===== config.mk =====
export PLATFORM = sky130hd
export DESIGN_NAME = morse_encoder
export DESIGN_NICKNAME = d
export VERILOG_FILES = /design/src/rtl/morse_pkg.sv /design/src/rtl/morse_rom.sv /design/src/rtl/morse_encoder.sv
export SDC_FILE = /design/constraint.sdc
export NUM_CORES = 1
export LEC_CHECK = 0
export CAP_MARGIN = 40
export CORE_MARGIN = 2
export CORE_UTILIZATION = 30
export DETAILED_ROUTE_END_ITERATION = 8
export GPL_TIMING_DRIVEN = 0
export PLACE_DENSITY = 0.43
export RECOVER_POWER = 100
export SLEW_MARGIN = 20
export SYNTH_ARGS = -nofsm -noshare
export SYNTH_HDL_FRONTEND = slang
export SYNTH_SLANG_ARGS = --single-unit

===== constraint.sdc =====
create_clock -name clk -period 5.5 [get_ports clk]
set_input_delay 1.1 -clock clk [delete_from_list [all_inputs] [get_ports clk]]
set_output_delay 1.1 -clock clk [all_outputs]
set_load 0.02 [all_outputs]

===== src/rtl/morse_pkg.sv =====
// Shared types and constants for the Morse keyer.
//   state_t  : encoder FSM states
//   entry_t  : lookup result {len, pat}; pat is MSB-first, 1 = dash
//   *_UNITS  : gap and dash lengths in Morse units
package morse_pkg;

    typedef enum logic [2:0] {
        S_IDLE,
        S_MARK,
        S_SPACE,
        S_LGAP,
        S_WGAP
    } state_t;

    typedef struct packed {
        logic [2:0] len;
        logic [4:0] pat;
    } entry_t;

    localparam logic [2:0] LGAP_UNITS  = 3'd3;
    localparam logic [2:0] WGAP_UNITS  = 3'd4;
    localparam logic [2:0] DASH_UNITS  = 3'd3;
    localparam logic [7:0] ASCII_SPACE = 8'h20;

endpackage


===== src/rtl/morse_rom.sv =====
// ASCII to Morse lookup, purely combinational.
//   char_data : ASCII code (lowercase folded to uppercase)
//   entry     : {len, pat}; pat left-aligned so the first element is bit 4
//   is_space  : char_data is the word-space marker
// Unsupported codes return len = 0.
module morse_rom
    import morse_pkg::*;
(
    input  logic [7:0] char_data,
    output entry_t     entry,
    output logic       is_space
);

    logic [7:0] folded;

    always_comb begin
        folded = char_data;
        if (char_data >= 8'h61 && char_data <= 8'h7a)
            folded = char_data - 8'h20;
        is_space = (char_data == ASCII_SPACE);
        entry    = '0;
        case (folded)
            8'h41: entry = '{3'd2, 5'b01000}; // A .-
            8'h42: entry = '{3'd4, 5'b10000}; // B -...
            8'h43: entry = '{3'd4, 5'b10100}; // C -.-.
            8'h44: entry = '{3'd3, 5'b10000}; // D -..
            8'h45: entry = '{3'd1, 5'b00000}; // E .
            8'h46: entry = '{3'd4, 5'b00100}; // F ..-.
            8'h47: entry = '{3'd3, 5'b11000}; // G --.
            8'h48: entry = '{3'd4, 5'b00000}; // H ....
            8'h49: entry = '{3'd2, 5'b00000}; // I ..
            8'h4a: entry = '{3'd4, 5'b01110}; // J .---
            8'h4b: entry = '{3'd3, 5'b10100}; // K -.-
            8'h4c: entry = '{3'd4, 5'b01000}; // L .-..
            8'h4d: entry = '{3'd2, 5'b11000}; // M --
            8'h4e: entry = '{3'd2, 5'b10000}; // N -.
            8'h4f: entry = '{3'd3, 5'b11100}; // O ---
            8'h50: entry = '{3'd4, 5'b01100}; // P .--.
            8'h51: entry = '{3'd4, 5'b11010}; // Q --.-
            8'h52: entry = '{3'd3, 5'b01000}; // R .-.
            8'h53: entry = '{3'd3, 5'b00000}; // S ...
            8'h54: entry = '{3'd1, 5'b10000}; // T -
            8'h55: entry = '{3'd3, 5'b00100}; // U ..-
            8'h56: entry = '{3'd4, 5'b00010}; // V ...-
            8'h57: entry = '{3'd3, 5'b01100}; // W .--
            8'h58: entry = '{3'd4, 5'b10010}; // X -..-
            8'h59: entry = '{3'd4, 5'b10110}; // Y -.--
            8'h5a: entry = '{3'd4, 5'b11000}; // Z --..
            8'h30: entry = '{3'd5, 5'b11111}; // 0
            8'h31: entry = '{3'd5, 5'b01111}; // 1
            8'h32: entry = '{3'd5, 5'b00111}; // 2
            8'h33: entry = '{3'd5, 5'b00011}; // 3
            8'h34: entry = '{3'd5, 5'b00001}; // 4
            8'h35: entry = '{3'd5, 5'b00000}; // 5
            8'h36: entry = '{3'd5, 5'b10000}; // 6
            8'h37: entry = '{3'd5, 5'b11000}; // 7
            8'h38: entry = '{3'd5, 5'b11100}; // 8
            8'h39: entry = '{3'd5, 5'b11110}; // 9
            default: entry = '0;
        endcase
    end

endmodule


===== src/rtl/morse_encoder.sv =====
// Streaming Morse keyer: accepts ASCII over valid/ready, drives key_out.
//   clk, rst    : clock, synchronous active-high reset
//   char_valid  : source offers char_data
//   char_data   : ASCII character, sampled on the accepting edge
//   char_ready  : encoder idle and able to accept
//   key_out     : registered key, 1 = mark
//   busy        : character (including trailing gap) in progress
//
// state   | meaning
// S_IDLE  | waiting for a character
// S_MARK  | key on, 1 unit (dot) or 3 units (dash)
// S_SPACE | inter-element space, 1 unit
// S_LGAP  | letter gap, 3 units
// S_WGAP  | word gap, 4 units (7 total after the preceding letter gap)
module morse_encoder
    import morse_pkg::*;
#(
    parameter int UNIT_CYCLES = 2097152
) (
    input  logic       clk,
    input  logic       rst,
    input  logic       char_valid,
    input  logic [7:0] char_data,
    output logic       char_ready,
    output logic       key_out,
    output logic       busy
);

    localparam int             CW       = $clog2(UNIT_CYCLES);
    localparam logic [CW-1:0]  CYC_LAST = CW'(UNIT_CYCLES - 1);

    state_t        state, state_next;
    logic [CW-1:0] cyc_cnt;
    logic [2:0]    unit_cnt;
    logic [2:0]    elem_cnt;
    logic [4:0]    shift_reg;
    entry_t        entry;
    logic          is_space;
    logic          accept;
    logic          unit_end;
    logic          state_done;
    logic [2:0]    units_needed;

    morse_rom u_rom (
        .char_data (char_data),
        .entry     (entry),
        .is_space  (is_space)
    );

    assign char_ready = (state == S_IDLE) && !rst;
    assign busy       = (state != S_IDLE);
    assign accept     = char_valid && char_ready;

    always_comb begin
        state_next   = state;
        units_needed = 3'd1;
        case (state)
            S_MARK:  units_needed = shift_reg[4] ? DASH_UNITS : 3'd1;
            S_LGAP:  units_needed = LGAP_UNITS;
            S_WGAP:  units_needed = WGAP_UNITS;
            default: units_needed = 3'd1;
        endcase
        unit_end   = (cyc_cnt == CYC_LAST);
        state_done = unit_end && (unit_cnt == units_needed - 3'd1);

        case (state)
            S_IDLE: begin
                if (accept) begin
                    if (entry.len != 3'd0)
                        state_next = S_MARK;
                    else if (is_space)
                        state_next = S_WGAP;
                end
            end
            S_MARK:  if (state_done) state_next = (elem_cnt > 3'd1) ? S_SPACE : S_LGAP;
            S_SPACE: if (state_done) state_next = S_MARK;
            S_LGAP:  if (state_done) state_next = S_IDLE;
            S_WGAP:  if (state_done) state_next = S_IDLE;
            default: state_next = S_IDLE;
        endcase
    end

    always_ff @(posedge clk) begin
        if (rst) begin
            state     <= S_IDLE;
            key_out   <= 1'b0;
            cyc_cnt   <= '0;
            unit_cnt  <= '0;
            elem_cnt  <= '0;
            shift_reg <= '0;
        end else begin
            state   <= state_next;
            // Registered from the next state so the mark starts right after the accepting edge.
            key_out <= (state_next == S_MARK);

            if (state == S_IDLE || state_next != state) begin
                cyc_cnt  <= '0;
                unit_cnt <= '0;
            end else if (unit_end) begin
                cyc_cnt  <= '0;
                unit_cnt <= unit_cnt + 3'd1;
            end else begin
                cyc_cnt  <= cyc_cnt + 1'b1;
            end

            if (state == S_IDLE && accept && entry.len != 3'd0) begin
                shift_reg <= entry.pat;
                elem_cnt  <= entry.len;
            end else if (state == S_MARK && state_done) begin
                shift_reg <= {shift_reg[3:0], 1'b0};
                elem_cnt  <= elem_cnt - 3'd1;
            end
        end
    end

endmodule


# == Word-level counts from Yosys, hierarchy flattened ==
# Memory sizes are Yosys's and may differ from the RTL's.
# Index checks and enable logic that the tools add are counted.
# totals
regBits,36
romBits,1024
out_inout_bits,3
memories,1
# mem_list
name,words,width,read_ports,rd_clocked_by_memory_dff,wr,line,text
(name not given),128,8,1,0,0,morse_rom.sv:22,case (folded)
# classes
add_sub_neg,5
n_lt_le_gt_ge,3
n_eq_ne,9
muxes,16
n_reduce_logical,16
# ops
cell,count
3-bit two-way mux,8
"21-bit by 1-bit adder with 21-bit output, second input constant",1
"21-bit == test, second input constant",1
8-bit two-way mux,2
3-bit one-hot mux with 4 select lines,1
5-bit two-way mux,2
3-bit one-hot mux with 3 select lines,1
"8-bit by 6-bit == test with 1-bit output, second input constant",1
"8-bit by 7-bit >= comparator with 1-bit output, second input constant",1
"8-bit by 7-bit <= comparator with 1-bit output, second input constant",1
"8-bit by 6-bit subtractor with 8-bit output, second input constant",1
1-bit logical AND,7
"3-bit by 1-bit == test with 1-bit output, second input constant",2
"3-bit by 2-bit == test with 1-bit output, second input constant",2
3-bit nonzero test,2
"3-bit by 1-bit subtractor with 3-bit output, second input constant",2
2-bit OR reduction,2
"3-bit by 1-bit adder with 3-bit output, second input constant",1
3-bit == test,1
"3-bit == test, second input constant",1
"3-bit by 1-bit > comparator with 1-bit output, second input constant",1
3-bit zero test,1
3-bit != test,1
3-bit OR reduction,1
other kinds (5),5

# == Longest topological paths before layout ==
# Gate-level depths: netlist of run 1.
# An unclocked memory read counts as a cell.
# logic_depth
word_depth,12
ltp_mapped,11
depth_no_buf,9

# == Modules after synthesis ==
# From an unflattened synthesis of run 1, not the netlist that was laid out.
# hier_totals
cells_unflattened,304
area_unflattened_um2,2478.6
# modules_own_cells
module,n_inst,cells_per_inst,area_per_inst_um2,seq_area_each_um2
morse_encoder,1,198,1778.0,720.7
morse_rom,1,106,700.7,0.0

# == Worst setup path before layout of run 1 ==
# OpenSTA, ideal clock, no wires.
# synth_path
path_kind,input to register
startpoint,in char_data[1]
endpoint,reg shift_reg[2]
setup_ns,0.134
arrival_time_ns,2.803
path_slack_ns,2.563
stages,9
path_buffers,1
cell_sequence,inv_1 > ha_1 > nor2b_1 > a211o_1 > a31oi_1 > nor4b_4 > or2_1 > clkbuf_1 > a211oi_1
# synth_via
elab_chain_cells,8
word_cells_on_any_way,11
# synth_lines
item,line,text
start: declaration,morse_encoder.sv:23,"input logic [7:0] char_data,"
8-bit by 7-bit >= comparator with 1-bit output or 8-bit by 7-bit <= comparator with 1-bit output (tied branches),morse_rom.sv:18,if (char_data >= 8'h61 && char_data <= 8'h7a)
1-bit logical AND,morse_rom.sv:18,
8-bit two-way mux *,morse_rom.sv:18,
memory 128 x 8 bit,-,
8-bit two-way mux *,morse_rom.sv:22,
3-bit nonzero test,morse_encoder.sv:106,if (state == S_IDLE && accept && entry.len != 3'd0) begin
1-bit logical AND,morse_encoder.sv:106,
5-bit two-way mux or 2-bit nonzero test (tied branches),-,
end signal: assignment,morse_encoder.sv:107,shift_reg <= entry.pat;
end signal: assignment,morse_encoder.sv:110,"shift_reg <= {shift_reg[3:0], 1'b0};"
end: declaration,morse_encoder.sv:36,logic [4:0] shift_reg;
# Every way passes the cells marked *; elsewhere a longest branch is shown, timed or not.
# A chain may end at the register's enable or synchronous reset.

# == Worst setup path after layout of run 1 ==
# layout_path
startpoint,in char_data[1]
endpoint,reg shift_reg[4]
# Same word-level chain as after synthesis.

==> results.md, run 1 <==
Run status:
- The run finished with clean final reports.

Synth:
- The synthesis warning total is 0.
- In the synthesized netlist the dominant register cell turns out to be sky130_fd_sc_hd__dfxtp_1.
- The net count after synthesis is 329.
- The fraction of registers with async set/reset is 0%.
- The sequential share of the synthesized area is 28.7%.
- In this run, synthesis inferred 0 flip-flops with an integrated enable.
- A synthesized cell averages 8.26 µm².
- The area of the mapped netlist is 2510 µm².
- In this run the biggest area consumer among cell types represents 28.7% of the synthesized area.
- The register bit count reported by yosys is 36.
- After synthesis, the cell types taking the most area are sky130_fd_sc_hd__dfxtp_1 (29%), sky130_fd_sc_hd__ha_1 (7.0%), sky130_fd_sc_hd__nor2_1 (6.1%).
- Synthesis instantiated 60 different standard cells from the library.
- sky130_fd_sc_hd__dfxtp_1 takes more of the synthesized area than any other cell.
- The synthesized instance count is 304.

Hold path:
- The start point of the worst hold path is cyc_cnt[0]$_SDFF_PP0_.
- The type of the most critical hold path is flip-flop to flip-flop.

Route:
- In the routed design, unresolved DRC markers number 0.
- The routed layout has 2,148 vias.
- Summed over all layers, the routed wires come to 5.77 mm.
- The first-pass iteration count of the detailed router is 4.
- Once detail routing completed, the nets flagged for antenna violations numbered 0.
- The post-detailed-route via-to-cell ratio is 5.00.
- After the first detailed-routing iteration, the DRC count stood at 77.
- Dividing the detail-routed wire length by the instance count gives 13.4 µm.

Place:
- The weighted congestion reported at the end of routability-driven placement is 0.768.
- The number of buffer cells added on primary ports is 13.
- The post-place instance area is 2770 µm².
- The HPWL after detailed placement is 4.40 mm.
- Prior to clock tree synthesis, the placed netlist has a worst setup slack of 1210 ps.

STA:
- Setup violations remaining at the end of the flow were counted as 0.
- Counting I/O delays and the setup requirement, the final critical path takes 4050 ps.
- The headroom to the max-slew limit is 39.5%.
- The clock tree skew after final layout is 5.29 ps.
- For the pin with the worst max-slew slack, the measured transition is 900 ps.
- The timing-limited maximum frequency is 0.247 GHz.
- Adding up every negative setup slack in the final design gives 0 ps.
- The max-slew violation count was 0.
- In the finished design, the share of the clock period the worst path needs comes to 73.7%.
- Setup repair after global routing left no endpoint under its margin.
- The worst setup margin is 1450 ps.
- The count of endpoints failing hold in the final timing report is 0.

Clock tree:
- Counting the buffers created by CTS gives 5.
- The latest clock arrival within the worst-skew pair is 280 ps.
- After clock tree synthesis, the clock-pin slew on the worst setup and hold paths is 70 ps.
- The cell at the root of the clock tree is sky130_fd_sc_hd__clkbuf_8.
- Clock tree synthesis found a total of 36 sinks.
- The H-tree depth is 2.
- Hold repair after CTS inserted 0 buffers.
- Post-CTS timing repair inserted 0 buffers for setup.
- TritonCTS built the clock tree.
- In this run, post-CTS repair resized a total of 0 instances.
- The clock passes through at most 2 buffers.

Setup path:
- Of all nets on the critical path, the largest fanout is 11.
- Among all stages on the critical path, the largest delay is contributed by sky130_fd_sc_hd__dlygate4sd3_1.
- The class of the most critical setup path is input port to flip-flop.
- The critical path goes through dlygate4sd3_1, inv_1, ha_1, nor2b_1, a211o_1, a31oi_1, nor4b_4, or2_1, clkbuf_1, a211oi_1.
- The most critical setup path has its startpoint at char_data[1].
- The peak per-stage delay on the critical path is 790 ps.
- The required time reported for the critical path endpoint is 5650 ps.
- The worst setup path is launched from an input port.
- The critical path capture point type is a flip-flop.
- The startpoint identified for the worst register-to-register timing path is cyc_cnt[0]$_SDFF_PP0_.
- The arrival time at the worst endpoint is 4200 ps.

Cells and area:
- The count of nets after finishing is 349.
- In the layout the commonest cells are sky130_fd_sc_hd__nor2_1 (41), sky130_fd_sc_hd__dfxtp_1 (36), sky130_fd_sc_hd__nand2_1 (20).
- The fraction of layout cells with a size suffix above 1 is 9.23%.
- The summed area of non-filler cells in the final layout is 2860 µm².
- The library cell used most frequently in the layout, excluding fill and tap cells, is sky130_fd_sc_hd__nor2_1.
- The register with the most flip-flops in the layout has 21 of them.
- The growth of design area from synthesis to finish is 13.9%.
- The number of antenna diodes in the final layout is 0.
- The filler cell count is 884.

Global routing:
- In the global route stage, overall resource usage came out at 13.7%.
- The wire length of the first global-routing pass is 9.89 mm.
- The number of global-route vias before repair is 2,030.
- The initial antenna violation count is 0.
- After global routing the overflow that remains totals 0.
- Entering global routing, the biggest net connects 12 pins.

Pwr:
- The maximum vdd ir drop is 0.0690 mV.
- In this run the static leakage power is 1.02 nW.
- The ratio of total power to cell area is 200 nW/µm².

Floorplanning:
- In this run the vertical extent of the chip is 95.5 µm.
- The core region is 8180 µm².
- The width of the chip is 95.5 µm.
- The number of placement rows is 33.
- 14 I/O pins were placed.
- The die covers 9120 µm².
- The initial utilization of the core area, before any placement, comes to 30.7%.

Run:
- Across the run, the number of max-cap violations was 0.
final cells by class:
cell class	count	area (µm²)	share of cell area, %
sequential	36	721	25.2
timing repair buffer	13	130	4.55
inverter	12	45.0	1.57
multi-input combinational	242	1670	58.4
buffer	14	68.8	2.40
clock inverter	1	7.51	0.262
tap	105	131	4.59
clock buffer	7	86.3	3.02
report_power, final:
part	switching [mW]	internal, mW
Clock	0.0976	0.102
Combinational	0.0597	0.0445
Sequential	0.00396	0.265
Total	0.161	0.411
logic make-up (layout without fill, tap and decap cells):
kind of cell | Yosys count | after routing | share of synthesized area (%)
compound gates | 60 | 60 | 17.0
xor+xnor | 24 | 24 | 8.37
fa+ha+maj | 14 | 14 | 6.97
buf+inv | 26 | 47 | 4.58
flops | 36 | 36 | 28.7
mux | 7 | 7 | 3.39
simple gates | 137 | 137 | 31.0
routing by layer:
metal / wire [µm] / track usage [%] / up-vias / part of all wire (%)
li1: - / - / 1135 / -
met1: 2950 / 19.1 / 986 / 51
met2: 2650 / 22.1 / 25 / 46
met4: 47 / 3.57 / 0 / 0.81
met5: 0 / 0 / - / 0
met3: 120 / 2.13 / 2 / 2.1
worst paths after layout:
path / end / slack (ps) / cells after the start
min: cyc_cnt[0]$_SDFF_PP0_ / 460 / 1
max: shift_reg[4]$_SDFFE_PP0P_ / 1450 / 10
min reg2reg: cyc_cnt[0]$_SDFF_PP0_ / 460 / 1
max reg2reg: cyc_cnt[14]$_SDFF_PP0_ / 2470 / 8
worst max-delay path, delay by kind of cell:
kind	cells	cell delay, ps
buffers and inverters	3	1230
and+or+nand+nor	3	820
AOI/OAI and AO/OA	3	770
adders and majority gates	1	280
Yosys cell counts (all sizes together), types with 2 or more instances:
cell    number
a211o        3
a211oi       7
a21o         2
a21oi       18
a31oi        4
a32o         2
and2b        4
and3         7
and4         3
buf         11
clkbuf       3
dfxtp       36
ha          14
inv         12
mux2         2
mux2i        4
nand2       20
nand2b       4
nand3       11
nand3b       4
nand4        7
nand4b       3
nor2        42
nor2b        6
nor3         8
nor3b        2
nor4         3
o211ai       5
o21ai        8
or2          3
or3          3
or4bb        2
xnor2        8
xor2        16
metrics by stage:
step           util (%)  total power [mW]  cells  hold slack, ps
2_1_floorplan         -             0.345    304             426
3_3_place_gp       33.9             0.382    422             447
3_5_place_dp       33.9             0.381    422             453
4_1_cts            35.1             0.581    430             471
5_1_grt            35.0             0.604    430             500
6_report           35.0             0.572    430             464
Note: power is estimated with default switching activity, not from simulation.
==> inputs of run 2 (changes only) <==
==> constraint.sdc (replaced) <==
create_clock -name clk -period 4.3 [get_ports clk]
set_input_delay 0.86 -clock clk [delete_from_list [all_inputs] [get_ports clk]]
set_output_delay 0.86 -clock clk [all_outputs]
set_load 0.02 [all_outputs]
==> run 2 against run 1 <==
  * Setup slack worse by 960 ps
  * Core utilization stayed put
  * First-iteration DRC count stayed put
  * Design area stayed put
  * Die area stayed put
  * Largest power group unchanged
==> results.md, run 2 (synthesis gave the netlist of run 1 again) <==
Place:
- The detailed-placement wirelength estimate is 4.40 mm (unchanged).
- The post-place instance area is 2770 µm² (unchanged).
- The weighted congestion reported at the end of routability-driven placement came to 0.768 (unchanged).
- The worst slack at placement is 252 ps (-960 ps).
- The number of buffer cells added on primary ports is 13 (unchanged).
- The number of cells in the design after placement came to 422 (unchanged).

Route:
- The remaining number of nets flagged by the antenna check after routing was 0 (unchanged).
- The average wire length per cell after detail routing came to 13.4 µm (unchanged).
- The total number of vias was 2,148 (unchanged).
- The detailed-route DRC error count came to 0 (unchanged).
- The sum of routed wire length over all layers is 5.77 mm (unchanged).
- The number of design-rule violations left by the first detailed-router iteration was 77 (unchanged).
- The post-detailed-route via-to-cell ratio is 5.00 (unchanged).
- The first-pass iteration count of the detailed router is 4 (unchanged).

Clock tree:
- The TritonCTS clock tree is yes.
- The number of buffers inserted during clock tree synthesis was 5 (unchanged).
- The number of post-CTS setup repair buffers is 0 (unchanged).
- The hold-fix buffer count after cts is 0 (unchanged).
- The number of gates resized after CTS came to 0 (unchanged).
- The H-tree depth came to 2 (unchanged).
- The maximum root-to-sink buffer count is 2 (unchanged).
- The clock-pin slew on the worst setup and hold paths is 70 ps (about the same).
- The clock sink count was 36 (unchanged).
- The root buffer cell chosen for the clock tree is sky130_fd_sc_hd__clkbuf_8.
- The latest clock arrival within the worst-skew pair is 280 ps (about the same).

Cells and area:
- The count of nets after finishing came to 349 (unchanged).
- The flip-flop count of the largest register after layout is 21 (unchanged).
- The non-filler instance count after layout was 430 (unchanged).
- Leaving out fill and tap cells, the most frequent cells in the layout are sky130_fd_sc_hd__nor2_1 (41), sky130_fd_sc_hd__dfxtp_1 (36), sky130_fd_sc_hd__nand2_1 (20).
- Leaving out fill and tap cells, the most frequent cell in the layout is sky130_fd_sc_hd__nor2_1.
- The number of antenna repair diodes is 0 (unchanged).
- The summed area of non-filler cells in the final layout is 2860 µm² (unchanged).
- The end-of-flow core utilization came to 35.0% (unchanged).
- The growth of design area from synthesis to finish is 13.9% (unchanged).
- The fraction of layout cells with a size suffix above 1 is 9.23% (unchanged).

Setup path:
- The arrival time at the worst endpoint is 3960 ps (-240 ps).
- The most critical setup path has its startpoint at char_data[1].
- The path length in cells of the critical path came to 10 (unchanged).
- The worst setup path is launched from an input port.
- The most critical setup path has its endpoint at shift_reg[4]$_SDFFE_PP0P_.
- The reg-to-reg setup timing slack is 1270 ps (-1200 ps).
- The endpoint identified for the worst register-to-register timing path is cyc_cnt[14]$_SDFF_PP0_.
- The signal on the critical path passes through dlygate4sd3_1, inv_1, ha_1, nor2b_1, a211o_1, a31oi_1, nor4b_4, or2_1, clkbuf_1, a211oi_1.
- The kind of cell with the highest combined delay along the critical path is buffers and inverters.
- The largest fanout on the critical path is 11 (unchanged).
- The startpoint identified for the worst register-to-register timing path is cyc_cnt[0]$_SDFF_PP0_.
- The cell with the largest stage delay on the worst path is sky130_fd_sc_hd__dlygate4sd3_1.
- The number of buffer and inverter stages on the critical path was 3 (unchanged).
- The critical path is of the input port to flip-flop type.
- The required time reported for the critical path endpoint is 4450 ps (-1200 ps).
- The peak per-stage delay on the critical path is 790 ps (about the same).
- The worst setup path is captured at a flip-flop.
- The logic depth of the worst register-to-register path was 8 (unchanged).

Global routing:
- The overall routing resource usage is 13.7% (unchanged).
- The number of global-route vias before repair is 2,030 (unchanged).
- The pin count of the biggest net entering global routing is 12 (unchanged).
- The sum of overflow across all layers after global routing is 0 (unchanged).
- The initial antenna violation count is 0 (unchanged).
- The wire length of the first global-routing pass came to 9.89 mm (unchanged).

STA:
- The slew at the pin closest to its max-slew limit came to 900 ps (unchanged).
- The count of endpoints failing hold in the final timing report is 0 (unchanged).
- The final hold slack is 464 ps (unchanged).
- Setup repair after global routing left no endpoint under its margin.
- The max-slew violation count came to 0 (unchanged).
- The worst setup margin is 489 ps (-960 ps).
- Based on the critical path, the design can be clocked at up to 0.262 GHz.
- The headroom to the max-slew limit is 39.5% (unchanged).
- After layout, the worst path uses 88.6% of the clock period.
- The accumulated negative setup slack came to 0 ps (unchanged).
- The clock tree skew after final layout is 5.29 ps (unchanged).
- For the finished layout, the period the worst path requires is 3810 ps.
- The number of setup violations in the final report was 0 (unchanged).

Pwr:
- The maximum vdd ir drop is 0.0883 mV (+28%).
- The total power draw came to 0.732 mW (+28%).
- The ratio of total power to cell area is 256 nW/µm² (+28%).
- The reported leakage power is 1.02 nW (about the same).

Run status:
- The run finished with clean final reports.

Floorplanning:
- The number of placement rows is 33 (unchanged).
- The area of the die is 9120 µm² (unchanged).
- The width of the chip is 95.5 µm (unchanged).
- The initial cell density of the core is 30.7% (unchanged).
- The number of I/O pins came to 14 (unchanged).
- The placeable core region is 8180 µm² (unchanged).
- The die span in y is 95.5 µm (unchanged).

Hold path:
- The type of the most critical hold path is flip-flop to flip-flop.

Run:
- The number of max-cap violations was 0 (unchanged).
-- run 2: cell count changes in the layout (fill, tap and decap cells not counted) --
cell and change:
sky130_fd_sc_hd__dlygate4sd3_1 -1, sky130_fd_sc_hd__clkdlybuf4s50_1 +1
-- run 2: worst min-delay path by stage --
stage | start | endpoint | slack [ps] | depth (start not counted)
final | cyc_cnt[0]$_SDFF_PP0_ | cyc_cnt[0]$_SDFF_PP0_ | 460 | 1
after floorplan | cyc_cnt[0]$_SDFF_PP0_ | cyc_cnt[0]$_SDFF_PP0_ | 430 | 1
after global routing | cyc_cnt[0]$_SDFF_PP0_ | cyc_cnt[0]$_SDFF_PP0_ | 500 | 1
after CTS | cyc_cnt[0]$_SDFF_PP0_ | cyc_cnt[0]$_SDFF_PP0_ | 470 | 1
after detailed placement | cyc_cnt[0]$_SDFF_PP0_ | cyc_cnt[0]$_SDFF_PP0_ | 450 | 1
after global placement | cyc_cnt[0]$_SDFF_PP0_ | cyc_cnt[0]$_SDFF_PP0_ | 450 | 1
-- run 2: routing by layer --
layer | vias up | track usage, % | part of all wire [%]
met3 | 2 | 2.13 | 2.1
met5 | - | 0 | 0
met1 | 986 | 19.1 | 51
li1 | 1135 | - | -
met4 | 0 | 3.57 | 0.81
met2 | 25 | 22.1 | 46
-- run 2: area by class of cell --
type,count,area (µm²)
Buffer,14,68.8
Clock buffer,7,86.3
Clock inverter,1,7.51
Fill cell,884,5310
Inverter,12,45.0
Multi-Input combinational cell,242,1670
Sequential cell,36,721
Tap cell,105,131
Timing Repair Buffer,13,130
-- run 2: worst register-to-register path: cells and delay by family, from the launching register on --
| kind | cells | cell delay [ps] |
|---|---|---|
| and+or+nand+nor | 5 | 1520 |
| buffers and inverters | 2 | 790 |
| DFF | 1 | 380 |
| adders and majority gates | 1 | 230 |
-- run 2: power breakdown --
part	internal [mW]	switching [mW]
clock	0.130	0.125
combinational	0.0571	0.0764
sequential	0.339	0.00506
